$ cat src/rtl/fp_divsqrt_arbiter_if.sv
// Bundle of scheduler, exec-stage, datapath and flush signals around the shared
// FP div/sqrt unit. The arbiter uses the slave modport; its environment drives master.
interface fp_divsqrt_arbiter_if #(
  parameter int NUM_LANES = 2,
  parameter int AL_PTR_W  = 6,
  parameter int DATA_W    = 32
);
  localparam int OW = (NUM_LANES > 1) ? $clog2(NUM_LANES) : 1;

  // Handshakes: acq_req is a level held until acq_grant pulses for that lane;
  // start_valid is accepted only for the owner lane while reserved; unit_start,
  // unit_abort and unit_done are single-cycle pulses; release_req is honoured
  // only while finished. Flushes take precedence over every other event.
  logic [NUM_LANES-1:0]          acq_req;
  logic [NUM_LANES*AL_PTR_W-1:0] acq_al_ptr;
  logic [NUM_LANES-1:0]          acq_grant;
  logic [NUM_LANES-1:0]          start_valid;
  logic                          start_is_div;
  logic [2:0]                    start_rm;
  logic [DATA_W-1:0]             start_op_a;
  logic [DATA_W-1:0]             start_op_b;
  logic                          unit_start;
  logic                          unit_is_div;
  logic [2:0]                    unit_rm;
  logic [DATA_W-1:0]             unit_op_a;
  logic [DATA_W-1:0]             unit_op_b;
  logic                          unit_abort;
  logic                          unit_done;
  logic [DATA_W-1:0]             unit_result;
  logic [4:0]                    unit_fflags;
  logic                          release_req;
  logic                          flush_valid;
  logic                          flush_all;
  logic [AL_PTR_W-1:0]           flush_head_ptr;
  logic [AL_PTR_W-1:0]           flush_tail_ptr;
  logic                          reserved;
  logic                          finished;
  logic [OW-1:0]                 owner_lane;
  logic [DATA_W-1:0]             result;
  logic [4:0]                    fflags;

  modport slave (
    input  acq_req, acq_al_ptr, start_valid, start_is_div, start_rm, start_op_a,
           start_op_b, unit_done, unit_result, unit_fflags, release_req,
           flush_valid, flush_all, flush_head_ptr, flush_tail_ptr,
    output acq_grant, unit_start, unit_is_div, unit_rm, unit_op_a, unit_op_b,
           unit_abort, reserved, finished, owner_lane, result, fflags
  );

  modport master (
    output acq_req, acq_al_ptr, start_valid, start_is_div, start_rm, start_op_a,
           start_op_b, unit_done, unit_result, unit_fflags, release_req,
           flush_valid, flush_all, flush_head_ptr, flush_tail_ptr,
    input  acq_grant, unit_start, unit_is_div, unit_rm, unit_op_a, unit_op_b,
           unit_abort, reserved, finished, owner_lane, result, fflags
  );
endinterface

$ cat src/rtl/fp_divsqrt_arbiter.sv
// Reservation arbiter for the single iterative FP div/sqrt unit: round-robin
// grant at issue, launch at EX, hold result until retire, abort on owner flush.
module fp_divsqrt_arbiter #(
  parameter int NUM_LANES = 2,
  parameter int AL_PTR_W  = 6,
  parameter int DATA_W    = 32,
  localparam int OW = (NUM_LANES > 1) ? $clog2(NUM_LANES) : 1
) (
  input logic clk,
  input logic rst,
  fp_divsqrt_arbiter_if.slave bus
);

  typedef enum logic [1:0] {IDLE, RESV, BUSY, DONE} state_t;

  state_t               state_q, state_d;
  logic [OW-1:0]        rr_q, owner_q, pick;
  logic                 pick_valid;
  logic [AL_PTR_W-1:0]  owner_ptr_q;
  logic                 in_range, owner_flushed;
  logic [NUM_LANES-1:0] grant_q, grant_d;
  logic                 start_q, start_d, abort_q, abort_d;
  logic                 is_div_q;
  logic [2:0]           rm_q;
  logic [DATA_W-1:0]    op_a_q, op_b_q, result_q;
  logic [4:0]           fflags_q;

  function automatic logic [OW-1:0] rr_lane(input logic [OW-1:0] base, input int k);
    return OW'((int'(base) + k) % NUM_LANES);
  endfunction

  always_comb begin
    pick       = '0;
    pick_valid = 1'b0;
    for (int k = 0; k < NUM_LANES; k++) begin
      if (!pick_valid && bus.acq_req[rr_lane(rr_q, k)]) begin
        pick       = rr_lane(rr_q, k);
        pick_valid = 1'b1;
      end
    end
  end

  // Flush window [head, tail) may wrap; head == tail means the whole list.
  always_comb begin
    in_range = 1'b1;
    if (bus.flush_head_ptr < bus.flush_tail_ptr)
      in_range = (owner_ptr_q >= bus.flush_head_ptr) && (owner_ptr_q < bus.flush_tail_ptr);
    else if (bus.flush_head_ptr > bus.flush_tail_ptr)
      in_range = (owner_ptr_q >= bus.flush_head_ptr) || (owner_ptr_q < bus.flush_tail_ptr);
    owner_flushed = bus.flush_all || (bus.flush_valid && in_range);
  end

  always_comb begin
    state_d = state_q;
    grant_d = '0;
    start_d = 1'b0;
    abort_d = 1'b0;
    case (state_q)
      IDLE: begin
        if (pick_valid) begin
          state_d       = RESV;
          grant_d[pick] = 1'b1;
        end
      end
      RESV: begin
        if (owner_flushed) begin
          state_d = IDLE;
        end else if (bus.start_valid[owner_q]) begin
          state_d = BUSY;
          start_d = 1'b1;
        end
      end
      BUSY: begin
        if (owner_flushed) begin
          state_d = IDLE;
          abort_d = 1'b1;
        end else if (bus.unit_done) begin
          state_d = DONE;
        end
      end
      DONE: begin
        if (owner_flushed || bus.release_req) state_d = IDLE;
      end
      default: state_d = IDLE;
    endcase
  end

  always_ff @(posedge clk or posedge rst) begin
    if (rst) begin
      state_q     <= IDLE;
      rr_q        <= '0;
      owner_q     <= '0;
      owner_ptr_q <= '0;
      grant_q     <= '0;
      start_q     <= 1'b0;
      abort_q     <= 1'b0;
      is_div_q    <= 1'b0;
      rm_q        <= '0;
      op_a_q      <= '0;
      op_b_q      <= '0;
      result_q    <= '0;
      fflags_q    <= '0;
    end else begin
      state_q <= state_d;
      grant_q <= grant_d;
      start_q <= start_d;
      abort_q <= abort_d;
      if (state_q == IDLE && pick_valid) begin
        owner_q     <= pick;
        owner_ptr_q <= bus.acq_al_ptr[int'(pick)*AL_PTR_W +: AL_PTR_W];
        rr_q        <= rr_lane(pick, 1);
      end
      if (start_d) begin
        is_div_q <= bus.start_is_div;
        rm_q     <= bus.start_rm;
        op_a_q   <= bus.start_op_a;
        op_b_q   <= bus.start_op_b;
      end
      if (state_q == BUSY && state_d == DONE) begin
        result_q <= bus.unit_result;
        fflags_q <= bus.unit_fflags;
      end
    end
  end

  assign bus.acq_grant   = grant_q;
  assign bus.unit_start  = start_q;
  assign bus.unit_abort  = abort_q;
  assign bus.unit_is_div = is_div_q;
  assign bus.unit_rm     = rm_q;
  assign bus.unit_op_a   = op_a_q;
  assign bus.unit_op_b   = op_b_q;
  assign bus.reserved    = (state_q != IDLE);
  assign bus.finished    = (state_q == DONE);
  assign bus.owner_lane  = owner_q;
  assign bus.result      = result_q;
  assign bus.fflags      = fflags_q;

  // A retire can only target a held result.
  assert property (@(posedge clk) disable iff (rst)
    bus.release_req |-> !(state_q inside {RESV, BUSY}));

endmodule

$ cat src/flat_wrapper.sv
// flat-port wrapper written by rule: the top's interface ports become plain ports
module fp_divsqrt_arbiter_flat 
#(
  parameter int NUM_LANES = 2,
  parameter int AL_PTR_W  = 6,
  parameter int DATA_W    = 32,
  localparam int OW = (NUM_LANES > 1) ? $clog2(NUM_LANES) : 1
)
  (clk, rst, bus_acq_req, bus_acq_al_ptr, bus_start_valid, bus_start_is_div, bus_start_rm, bus_start_op_a, bus_start_op_b, bus_unit_done, bus_unit_result, bus_unit_fflags, bus_release_req, bus_flush_valid, bus_flush_all, bus_flush_head_ptr, bus_flush_tail_ptr, bus_acq_grant, bus_unit_start, bus_unit_is_div, bus_unit_rm, bus_unit_op_a, bus_unit_op_b, bus_unit_abort, bus_reserved, bus_finished, bus_owner_lane, bus_result, bus_fflags);
  fp_divsqrt_arbiter_if #(.NUM_LANES(NUM_LANES), .AL_PTR_W(AL_PTR_W), .DATA_W(DATA_W)) bus_i ();
  input logic clk;
  input logic rst;
  input wire logic [$bits(bus_i.acq_req)-1:0] bus_acq_req;
  input wire logic [$bits(bus_i.acq_al_ptr)-1:0] bus_acq_al_ptr;
  input wire logic [$bits(bus_i.start_valid)-1:0] bus_start_valid;
  input wire logic [$bits(bus_i.start_is_div)-1:0] bus_start_is_div;
  input wire logic [$bits(bus_i.start_rm)-1:0] bus_start_rm;
  input wire logic [$bits(bus_i.start_op_a)-1:0] bus_start_op_a;
  input wire logic [$bits(bus_i.start_op_b)-1:0] bus_start_op_b;
  input wire logic [$bits(bus_i.unit_done)-1:0] bus_unit_done;
  input wire logic [$bits(bus_i.unit_result)-1:0] bus_unit_result;
  input wire logic [$bits(bus_i.unit_fflags)-1:0] bus_unit_fflags;
  input wire logic [$bits(bus_i.release_req)-1:0] bus_release_req;
  input wire logic [$bits(bus_i.flush_valid)-1:0] bus_flush_valid;
  input wire logic [$bits(bus_i.flush_all)-1:0] bus_flush_all;
  input wire logic [$bits(bus_i.flush_head_ptr)-1:0] bus_flush_head_ptr;
  input wire logic [$bits(bus_i.flush_tail_ptr)-1:0] bus_flush_tail_ptr;
  output wire logic [$bits(bus_i.acq_grant)-1:0] bus_acq_grant;
  output wire logic [$bits(bus_i.unit_start)-1:0] bus_unit_start;
  output wire logic [$bits(bus_i.unit_is_div)-1:0] bus_unit_is_div;
  output wire logic [$bits(bus_i.unit_rm)-1:0] bus_unit_rm;
  output wire logic [$bits(bus_i.unit_op_a)-1:0] bus_unit_op_a;
  output wire logic [$bits(bus_i.unit_op_b)-1:0] bus_unit_op_b;
  output wire logic [$bits(bus_i.unit_abort)-1:0] bus_unit_abort;
  output wire logic [$bits(bus_i.reserved)-1:0] bus_reserved;
  output wire logic [$bits(bus_i.finished)-1:0] bus_finished;
  output wire logic [$bits(bus_i.owner_lane)-1:0] bus_owner_lane;
  output wire logic [$bits(bus_i.result)-1:0] bus_result;
  output wire logic [$bits(bus_i.fflags)-1:0] bus_fflags;
  assign bus_i.acq_req = bus_acq_req;
  assign bus_i.acq_al_ptr = bus_acq_al_ptr;
  assign bus_i.start_valid = bus_start_valid;
  assign bus_i.start_is_div = bus_start_is_div;
  assign bus_i.start_rm = bus_start_rm;
  assign bus_i.start_op_a = bus_start_op_a;
  assign bus_i.start_op_b = bus_start_op_b;
  assign bus_i.unit_done = bus_unit_done;
  assign bus_i.unit_result = bus_unit_result;
  assign bus_i.unit_fflags = bus_unit_fflags;
  assign bus_i.release_req = bus_release_req;
  assign bus_i.flush_valid = bus_flush_valid;
  assign bus_i.flush_all = bus_flush_all;
  assign bus_i.flush_head_ptr = bus_flush_head_ptr;
  assign bus_i.flush_tail_ptr = bus_flush_tail_ptr;
  assign bus_acq_grant = bus_i.acq_grant;
  assign bus_unit_start = bus_i.unit_start;
  assign bus_unit_is_div = bus_i.unit_is_div;
  assign bus_unit_rm = bus_i.unit_rm;
  assign bus_unit_op_a = bus_i.unit_op_a;
  assign bus_unit_op_b = bus_i.unit_op_b;
  assign bus_unit_abort = bus_i.unit_abort;
  assign bus_reserved = bus_i.reserved;
  assign bus_finished = bus_i.finished;
  assign bus_owner_lane = bus_i.owner_lane;
  assign bus_result = bus_i.result;
  assign bus_fflags = bus_i.fflags;
  fp_divsqrt_arbiter #(.NUM_LANES(NUM_LANES), .AL_PTR_W(AL_PTR_W), .DATA_W(DATA_W)) u_core (.clk(clk), .rst(rst), .bus(bus_i));
endmodule
$ cat config.mk
export PLATFORM = sky130hd
export DESIGN_NAME = fp_divsqrt_arbiter_flat
export DESIGN_NICKNAME = d
export VERILOG_FILES = /design/src/rtl/fp_divsqrt_arbiter_if.sv /design/src/rtl/fp_divsqrt_arbiter.sv /design/src/flat_wrapper.sv
export SDC_FILE = /design/constraint.sdc
export NUM_CORES = 1
export LEC_CHECK = 0
export BUFFER_PORTS_ARGS = -buffer_cell sky130_fd_sc_hd__buf_2
export CAP_MARGIN = 20
export CORE_MARGIN = 2
export CORE_UTILIZATION = 46
export DETAILED_ROUTE_END_ITERATION = 8
export GPL_TIMING_DRIVEN = 0
export HOLD_SLACK_MARGIN = 0.06
export PLACE_DENSITY = 0.79
export SLEW_MARGIN = 20
export SYNTH_ARGS = -nofsm -noshare
export SYNTH_HDL_FRONTEND = slang
export SYNTH_SLANG_ARGS = --single-unit
$ cat constraint.sdc
create_clock -name clk -period 4 [get_ports clk]
set_clock_uncertainty 0.15 [all_clocks]
set_input_delay 0.4 -clock clk [delete_from_list [all_inputs] [get_ports clk]]
set_output_delay 0.4 -clock clk [all_outputs]
set_load 0.005 [all_outputs]
Word-level counts from Yosys, hierarchy flattened
Index checks and enable logic that the tools add are counted.

storage, ports and cells
  flip-flop bits (word level) = 119
  latch bits = 0
  bits in writable memories = 0
  ROM bits = 0
  bits of input ports = 139
  output and inout port bits = 112
  word-level logic and storage cells = 70
  memories = 0

cells by class
  $add $sub $neg = 2
  multipliers = 1
  divide/modulo/power cells = 0
  magnitude comparators = 9
  equality and inequality tests = 4
  shift operators = 1
  muxes and demuxes = 28
  bitwise gates (word level) = 0
  reductions and logical operators = 12

operators with widths
  kind                                                 count
  variable part select 12 x 32 -> 6 bit                1
  2-to-1 mux 1 bit                                     18
  2-to-1 mux 2 bit                                     8
  < comparator 6 bit                                   2
  < comparator 1 x 2 -> 1 bit (second input constant)  4
  one-hot mux 2 bit (4 select lines)                   1
  == test 2 bit (second input constant)                3
  >= comparator 6 bit                                  1
  greater-than comparator 6 bit                        1
  logical AND 1 bit                                    6
  logical OR 1 bit                                     3
  multiplier 1 x 2 -> 3 bit (second input constant)    1
  adder 1 bit (second input constant)                  2
  == test 2 x 1 -> 1 bit (second input constant)       1
  zero test 2 bit                                      1
  nonzero test 2 bit                                   1
  demux 1 bit (select 1 bit)                           1
  >= comparator 1 bit (second input constant)          1
  zero test 1 bit                                      1

Depth between registers and ports, before layout
Gate-level depths: netlist of run 1.

  depth in word-level cells = 12
  mapped depth = 10
  gate-level depth less buffers = 8

Least setup slack after synthesis of run 1
OpenSTA, ideal clock, no wires.

  path type = input to register
  start = input port bus_flush_tail_ptr[3]
  end = register u_core.op_b_q[19] (netlist: u_core.bus.unit_op_b[19])
  setup time = 125 ps
  arrival = 2270 ps
  required time = 3725 ps
  setup slack = 1455 ps
  stages on the path = 10
  path buffers = 2
  cells stage by stage = inv_1 ha_1 a2111oi_0 o21ai_1 nand3_1 a221oi_4 o21ai_2 buf_6 buf_6 mux2_4

on the way
  cells in the longest elaborated chain, start to end = 8
  elaborated cells on any way between the ends = 11
  those cells by class = 3 x order compare; 4 x mux; 4 x reduce/logical

RTL lines
  element                RTL line                                            text
  from (decl)            flat_wrapper.sv:27                                  input wire logic [$bits(bus_i.flush_tail_ptr)-1:0] bus_flush_tail_ptr;
  < comparator 6 bit     fp_divsqrt_arbiter.sv:47, fp_divsqrt_arbiter.sv:49
  logical OR 1 bit       fp_divsqrt_arbiter.sv:49                            in_range = (owner_ptr_q >= bus.flush_head_ptr) || (owner_ptr_q < bus.flush_tail_ptr);
  2-to-1 mux 1 bit       fp_divsqrt_arbiter.sv:48                            else if (bus.flush_head_ptr > bus.flush_tail_ptr)
  2-to-1 mux 1 bit (*)   fp_divsqrt_arbiter.sv:46                            if (bus.flush_head_ptr < bus.flush_tail_ptr)
  logical AND 1 bit (*)  fp_divsqrt_arbiter.sv:50                            owner_flushed = bus.flush_all || (bus.flush_valid && in_range);
  logical OR 1 bit (*)   fp_divsqrt_arbiter.sv:50
  2-to-1 mux 1 bit (*)   fp_divsqrt_arbiter.sv:66                            if (owner_flushed) begin
  2-to-1 mux 1 bit (*)   fp_divsqrt_arbiter.sv:58                            case (state_q)
  to (signal assigned)   fp_divsqrt_arbiter.sv:117                           op_b_q <= bus.start_op_b;
  to (decl)              fp_divsqrt_arbiter.sv:25                            logic [DATA_W-1:0] op_a_q, op_b_q, result_q;

Every way passes the cells marked *; elsewhere a longest branch is shown, timed or not.
A chain may end at the register's enable or synchronous reset.

Worst setup path after layout of run 1
  start = register u_core.owner_ptr_q[2]
  end = register u_core.state_q[1]

on the way
  cells in the longest elaborated chain, start to end = 9
  elaborated cells on any way between the ends = 13
  those cells by class = 2 x order compare; 6 x mux; 5 x reduce/logical

RTL lines
  element                                                           RTL line                                            text
  from (decl)                                                       fp_divsqrt_arbiter.sv:19                            logic [AL_PTR_W-1:0] owner_ptr_q;
  from (signal assigned)                                            fp_divsqrt_arbiter.sv:110                           owner_ptr_q <= bus.acq_al_ptr[int'(pick)*AL_PTR_W +: AL_PTR_W];
  >= comparator 6 bit / < comparator 6 bit (equally long branches)  fp_divsqrt_arbiter.sv:47, fp_divsqrt_arbiter.sv:49
  logical OR 1 bit                                                  fp_divsqrt_arbiter.sv:49
  2-to-1 mux 1 bit                                                  fp_divsqrt_arbiter.sv:48
  2-to-1 mux 1 bit (*)                                              fp_divsqrt_arbiter.sv:46
  logical AND 1 bit (*)                                             fp_divsqrt_arbiter.sv:50
  logical OR 1 bit (*)                                              fp_divsqrt_arbiter.sv:50
  logical OR 1 bit                                                  fp_divsqrt_arbiter.sv:82                            if (owner_flushed || bus.release_req) state_d = IDLE;
  2-to-1 mux 2 bit                                                  fp_divsqrt_arbiter.sv:82
  one-hot mux 2 bit (4 select lines) (*)                            fp_divsqrt_arbiter.sv:58
  named net u_core.state_d[1]                                       fp_divsqrt_arbiter.sv:16                            state_t state_q, state_d;
  to (signal assigned)                                              fp_divsqrt_arbiter.sv:104                           state_q <= state_d;
  to (decl)                                                         fp_divsqrt_arbiter.sv:16

The timed path passes the listed nets; every way through them passes the cells marked *.

==> results of run 1 <==
stage by stage:
stage                     setup TNS (ns)  cells
after detailed placement               0    717
final                                  0    872
after CTS                              0    870
after global placement           -102.75    716
after floorplan                        0    330
after global routing                   0    870
metal layers:
metal	track usage (%)	routed length, um	vias up
li1	-	-	1968
met1	26.9	5360	2102
met2	49.9	8410	202
met3	7.99	1060	37
met4	13.0	423	0
met5	0	0	-
power by group through the flow:
stage / combinational [mW] / clock, mW / sequential (mW)
2_1_floorplan: 0.873 / 0 / 2.08
3_3_place_gp: 1.65 / 0 / 2.01
3_5_place_dp: 1.71 / 0 / 2.06
4_1_cts: 1.87 / 1.59 / 2.05
5_1_grt: 2.05 / 1.65 / 2.13
6_report: 1.89 / 1.57 / 2.07
worst min-delay path, cell delays in order:
cell and delay, ns:
buf_2 0.11, inv_1 0.05, mux2i_1 0.06, a21oi_1 0.15
o31ai_1 0.08
state kept, by name (all words and copies together) (netlist names):
register,flops
u_core.bus.acq_grant,2
u_core.bus.fflags,5
u_core.bus.owner_lane,1
u_core.bus.result,32
u_core.bus.unit_abort,1
u_core.bus.unit_is_div,1
u_core.bus.unit_op_a,32
u_core.bus.unit_op_b,32
u_core.bus.unit_rm,3
u_core.bus.unit_start,1
u_core.owner_ptr_q,6
u_core.rr_q,1
u_core.state_q,2
final timing paths:
check,from,to,slack (ns)
min in group asynchronous,rst,u_core.bus.result[13],0.33
max,u_core.owner_ptr_q[2],u_core.state_q[1],1.02
min reg2reg,u_core.rr_q,u_core.rr_q,0.35
min,bus_unit_done,u_core.state_q[0],0.23
max in group asynchronous,rst,u_core.bus.unit_op_a[9],2.69
max reg2reg,u_core.owner_ptr_q[2],u_core.state_q[1],1.02
repair_timing:
action	4_1_cts	5_1_grt
buffers inserted	0	0
endpoints found under the hold margin	168	0
hold buffers	121	0
layout make-up:
class,count,area share (%)
diodes,2,0.0607
well taps,136,2.07
clock inverters,11,2.11
repair buffers,372,30.2
clock buffers,21,5.33
flip-flops and latches,119,36.1
multi-input cells,178,22.1
inverters,21,1.02
plain buffers,12,0.942
kinds of logic (layout without fill, tap and decap cells):
| group | count (synthesis) | in the layout |
|---|---|---|
| compound gates | 31 | 31 |
| buf+inv | 33 | 437 |
| fa+ha+maj | 17 | 17 |
| simple gates | 22 | 22 |
| other cells | 0 | 2 |
| mux | 108 | 108 |
| flops | 119 | 119 |
synth_stat cells (2+ instances only):
library cell  instances  share of area, %
nor3b_1               2              0.30
mux2_2               97                22
ha_1                 17               4.3
o21ai_0               3              0.30
buf_4                 3              0.45
a21o_1                3              0.45
nor2b_1               3              0.38
a222oi_1              5               1.0
nand2b_1              2              0.25
a2111oi_0             2              0.35
nor2_1                3              0.23
buf_6                 2              0.45
o211ai_1              2              0.30
dfrtp_1             119                60
inv_1                21               1.6
o21ai_1               4              0.40
nand2_1               6              0.45
a21oi_1               5              0.50
mux2_4                9               2.7
nand3_1               2              0.20
clkbuf_1              2              0.15
mux2i_1               2              0.40
buf_2                 5              0.50
==> results.yml, run 1 <==
global_routing:
  groute.usage.overall_pct: 26.8
  antenna_found_initial: 0
  grt_overflow: 0
  grt_pass1_wl_um: 23700
  grt_max_degree: 66
  grt_pass1_vias: 4967
finish:
  final_common_cell: "buf_2"
  fillers: 561
  nNetsFinal: 877
  drive_gt1_share_pct: 54.6
  fin_util_pct: 79.5
  multi_input_area_mm2: 0.00182
  stdcell_area_mm2: 0.00824
  final_cell_mix: "buf_2, dlygate4sd3_1, dfrtp_1"
  areaGrowthSynthToFinish_pct: 66.2
  seq_area_mm2: 0.00298
sta:
  fin_ws_ns: 1.02
  whs_ns: 0.235
  min_period_ns: 2.98
  finalMaxSlewViolations: 0
  tightest_slew_ns: 0.537
  hold_viol_final: 0
  setup-violations-final: 0
  slew_headroom_pct: 64.1
  rsz0062_at_grt: "false"
  max_freq_ghz: 0.336
  fin_crit_sh_pct: 74.4
clocking:
  cts-root-buf: "clkbuf_8"
  htree_levels: 4
  postCtsResizedCells: 0
  cts.sinks: 119
  clk-insertion-delay-late_ns: 0.51
  numCtsBuffers: 17
  cts_buffer_depth: 2
  cts_tree: "yes"
  clk_pin_slew_ns: 0.06
die:
  start_util_pct: 47.8
  boundaryPins: 251
  coreArea_mm2: 0.0104
  die_y_um: 108
  rows: 37
  die_w_um: 108
  dieArea_mm2: 0.0116
synthesis:
  synth.distinct_cells: 34
  ys_ff_latch: 119
  synth_simple_gate_area_share_pct: 2.35
  synth_edf_count: 0
  synth_top_family_by_area: "multiplexers"
  muxShareOfSynthArea_pct: 25.2
  synth_fp_nets: 486
  syn_inst: 330
  syn_area_mm2: 0.00496
  synthArstFlopShare_pct: 100
  ys_warn_count: 0
  synth-xor-area-share_pct: 0
  syn_avg_cell_area_um2: 15.0
  synth_flop_cell: "dfrtp_1"
  synth-compound-area-share_pct: 4.95
  seq_area_frac_synth_pct: 60.1
  synth-adder-area-share_pct: 4.29
power_and_ir_drop:
  combPwrFrac_pct: 34.2
  seq_power_share_pct: 37.4
  p_total_mw: 5.53
  switching_share_pct: 29.5
  internal_power_mw: 3.90
  p_leak_nw: 4.29
  p_clk_share_pct: 28.4
  power_density_mw_per_mm2: 671
  peakVddDrop_uv: 429
  p_sw_mw: 1.63
worst_setup_path:
  worstPathCellList: "ha_1 -> a21o_1 -> a31oi_1 -> o21ai_1 -> a221oi_4 -> nor2_1 -> a2111oi_0 -> dlygate4sd3_1"
  setup.worst_path.start_class: "flip-flop"
  required_ns: 4.29
  cp_max_fo: 3
  crit_buf_inv: 1
  cpPeakStageDelay_ns: 0.60
  cp_slowest_cell: "dlygate4sd3_1"
  reg2reg_depth: 8
  end_kind: "flip-flop"
  path_class: "flip-flop to flip-flop"
  cp.arrival_ns: 3.27
  crit_cells: 8
  cp_top_family: "compound AO/OA/AOI/OAI gates"
hold_path:
  hp-class: "input pin to flip-flop"
  hold_path_depth: 5
detailed_routing:
  first_pass_iters: 7
  drt_iter0_drc: 184
  drt-total-wl_um: 15300
  vias: 4309
  postRouteAntennaNets: 0
  vias_per_cell: 4.94
  post_drt_wl_per_cell_um: 17.5
  post-route-drc-count: 0
place:
  post-place-ws_ns: 1.00
  hpwl_um: 9300
  place_congestion: 0.831
  port_buffers: 250
  place_area_mm2: 0.00641
job:
  maxCapViolCount: 0
status:
  status: "finished clean"
Note: power is estimated with default switching activity, not from simulation.
==> inputs of run 2 (changes only) <==
- CORE_UTILIZATION: 46 -> 41
- PLACE_DENSITY: 0.79 -> 0.74
- clock period: 4 -> 2.6 ns (I/O delays scaled with it)
==> results.yml, run 2 (synthesis results as in run 1) <==
detailed_routing:
  drt_iter0_drc: 201
  vias_per_cell: 4.79
  first_pass_iters: 5
  post-route-drc-count: 0
  drt-total-wl_um: 14400
  vias: 4254
  postRouteAntennaNets: 0
  post_drt_wl_per_cell_um: 16.2
clocking:
  clk-insertion-delay-late_ns: 0.41
  cts.sinks: 119
  cts-root-buf: "clkbuf_16"
  htree_levels: 4
  cts_tree: "yes"
  cts_buffer_depth: 2
  clk_pin_slew_ns: 0.05
  numCtsBuffers: 17
worst_setup_path:
  path_class: "flip-flop to flip-flop"
  r2r_setup_slack_ns: 0.02
  reg2reg_depth: 9
  end_kind: "flip-flop"
  cp_max_fo: 10
  required_ns: 2.73
  setup.worst_path.start_class: "flip-flop"
  cp.arrival_ns: 2.71
  r2r-end: "u_core.bus.unit_op_b[19]"
  r2r-start: "u_core.owner_ptr_q[2]"
power_and_ir_drop:
  internal_power_mw: 6.07
  p_leak_nw: 4.36
  power_density_mw_per_mm2: 1010
  combPwrFrac_pct: 35.1
  p_total_mw: 8.54
  p_sw_mw: 2.46
  seq_power_share_pct: 37.2
  switching_share_pct: 28.9
  peakVddDrop_uv: 621
  p_clk_share_pct: 27.7
finish:
  fillers: 773
  antenna_cells: 0
  areaGrowthSynthToFinish_pct: 70.1
  drive_gt1_share_pct: 56.8
  stdcell_area_mm2: 0.00843
  fin_cells: 888
  final_cell_mix: "buf_2, dfrtp_1, dlygate4sd3_1"
  final_common_cell: "buf_2"
  nNetsFinal: 886
global_routing:
  grt_max_degree: 36
  groute.usage.overall_pct: 22.9
  grt_pass1_vias: 4610
  grt_pass1_wl_um: 22800
  grt_overflow: 0
  antenna_found_initial: 0
hold_path:
  hold_path_depth: 3
  min_from: "bus_acq_al_ptr[11]"
  hp-class: "input pin to flip-flop"
  min_to: "u_core.owner_ptr_q[5]"
sta:
  fin_crit_sh_pct: 99.1
  max_freq_ghz: 0.388
  hold_viol_final: 0
  tightest_slew_ns: 0.476
  setup_tns_ns: 0
  finalMaxSlewViolations: 0
  setup-violations-final: 0
  slew_headroom_pct: 68.2
  min_period_ns: 2.58
  rsz0062_at_grt: "true"
place:
  place_area_mm2: 0.00645
  place_congestion: 0.804
  hpwl_um: 9020
  place_inst: 730
  port_buffers: 250
status:
  status: "finished clean"
die:
  rows: 40
  die_w_um: 114
  coreArea_mm2: 0.0119
  die_y_um: 114
  boundaryPins: 251
  start_util_pct: 41.6
  dieArea_mm2: 0.0130
job:
  maxCapViolCount: 0
run 2: critical path, cell delays in order, from the launching register on:
cell,delay (ns)
dfrtp_1,0.43
ha_4,0.24
a21o_1,0.16
a31oi_2,0.19
o21ai_2,0.09
a221oi_4,0.42
o21ai_4,0.16
buf_8,0.17
buf_12,0.14
mux2_4,0.30
run 2: area by class of cell:
class | instances | area, um2 | share of cell area, %
Multi-Input combinational cell | 178 | 1880 | 22.3
Clock inverter | 8 | 123 | 1.45
Sequential cell | 119 | 2980 | 35.3
Inverter | 21 | 82.6 | 0.979
Buffer | 12 | 123 | 1.45
Timing Repair Buffer | 381 | 2580 | 30.6
Clock buffer | 22 | 474 | 5.62
Tap cell | 147 | 184 | 2.18
run 2: metal layers:
metal | vias up | GRT usage, % | part of all wire [%]
li1 | 1985 | - | -
met1 | 2055 | 24.7 | 37
met2 | 177 | 41.3 | 53
met3 | 37 | 7.33 | 7.3
met4 | 0 | 9.51 | 2.7
met5 | - | 0 | 0
run 2: stage by stage:
| stage | util, % | setup WS, ns | hold WS [ns] |
|---|---|---|---|
| detailed placement | 54.2 | -0.327 | 0.159 |
| finish | 70.8 | 0.0222 | 0.0614 |
| global route | 70.8 | -0.0850 | 0.0761 |
| floorplan | - | 0.126 | 0.188 |
| CTS | 70.3 | -0.00161 | 0.0788 |
| global placement | 53.7 | -0.220 | 0.314 |
run 2: how the worst max path moves through the flow:
stage                                      from                        to  slack (ns)  cells past startpoint
after floorplan           u_core.owner_ptr_q[3]  u_core.bus.unit_op_b[19]        0.13                      9
after global placement    bus_flush_tail_ptr[3]  u_core.bus.unit_op_b[20]       -0.22                     11
after detailed placement  u_core.owner_ptr_q[3]  u_core.bus.unit_op_b[21]       -0.33                      9
after CTS                 u_core.owner_ptr_q[3]  u_core.bus.unit_op_b[15]      -0.002                     10
after global routing      u_core.owner_ptr_q[3]  u_core.bus.unit_op_b[15]       -0.08                      9
final                     u_core.owner_ptr_q[2]  u_core.bus.unit_op_b[19]        0.02                      9
run 2: what timing repair did:
| item | in CTS | in global routing |
|---|---|---|
| hold endpoints to repair | 131 | 0 |
| resized for setup | 14 | 12 |
| pin swaps | 8 | 4 |
| hold buffers | 118 | 0 |
| endpoints found under the setup margin | 99 | 108 |
| setup buffers | 9 | 2 |
run 2: power by group through the flow:
stage | clock network (mW) | logic [mW] | registers [mW]
global route | 2.51 | 3.27 | 3.27
global placement | 0 | 2.53 | 3.11
finish | 2.36 | 3.00 | 3.18
floorplan | 0 | 1.34 | 3.20
detailed placement | 0 | 2.62 | 3.16
CTS | 2.41 | 2.95 | 3.14
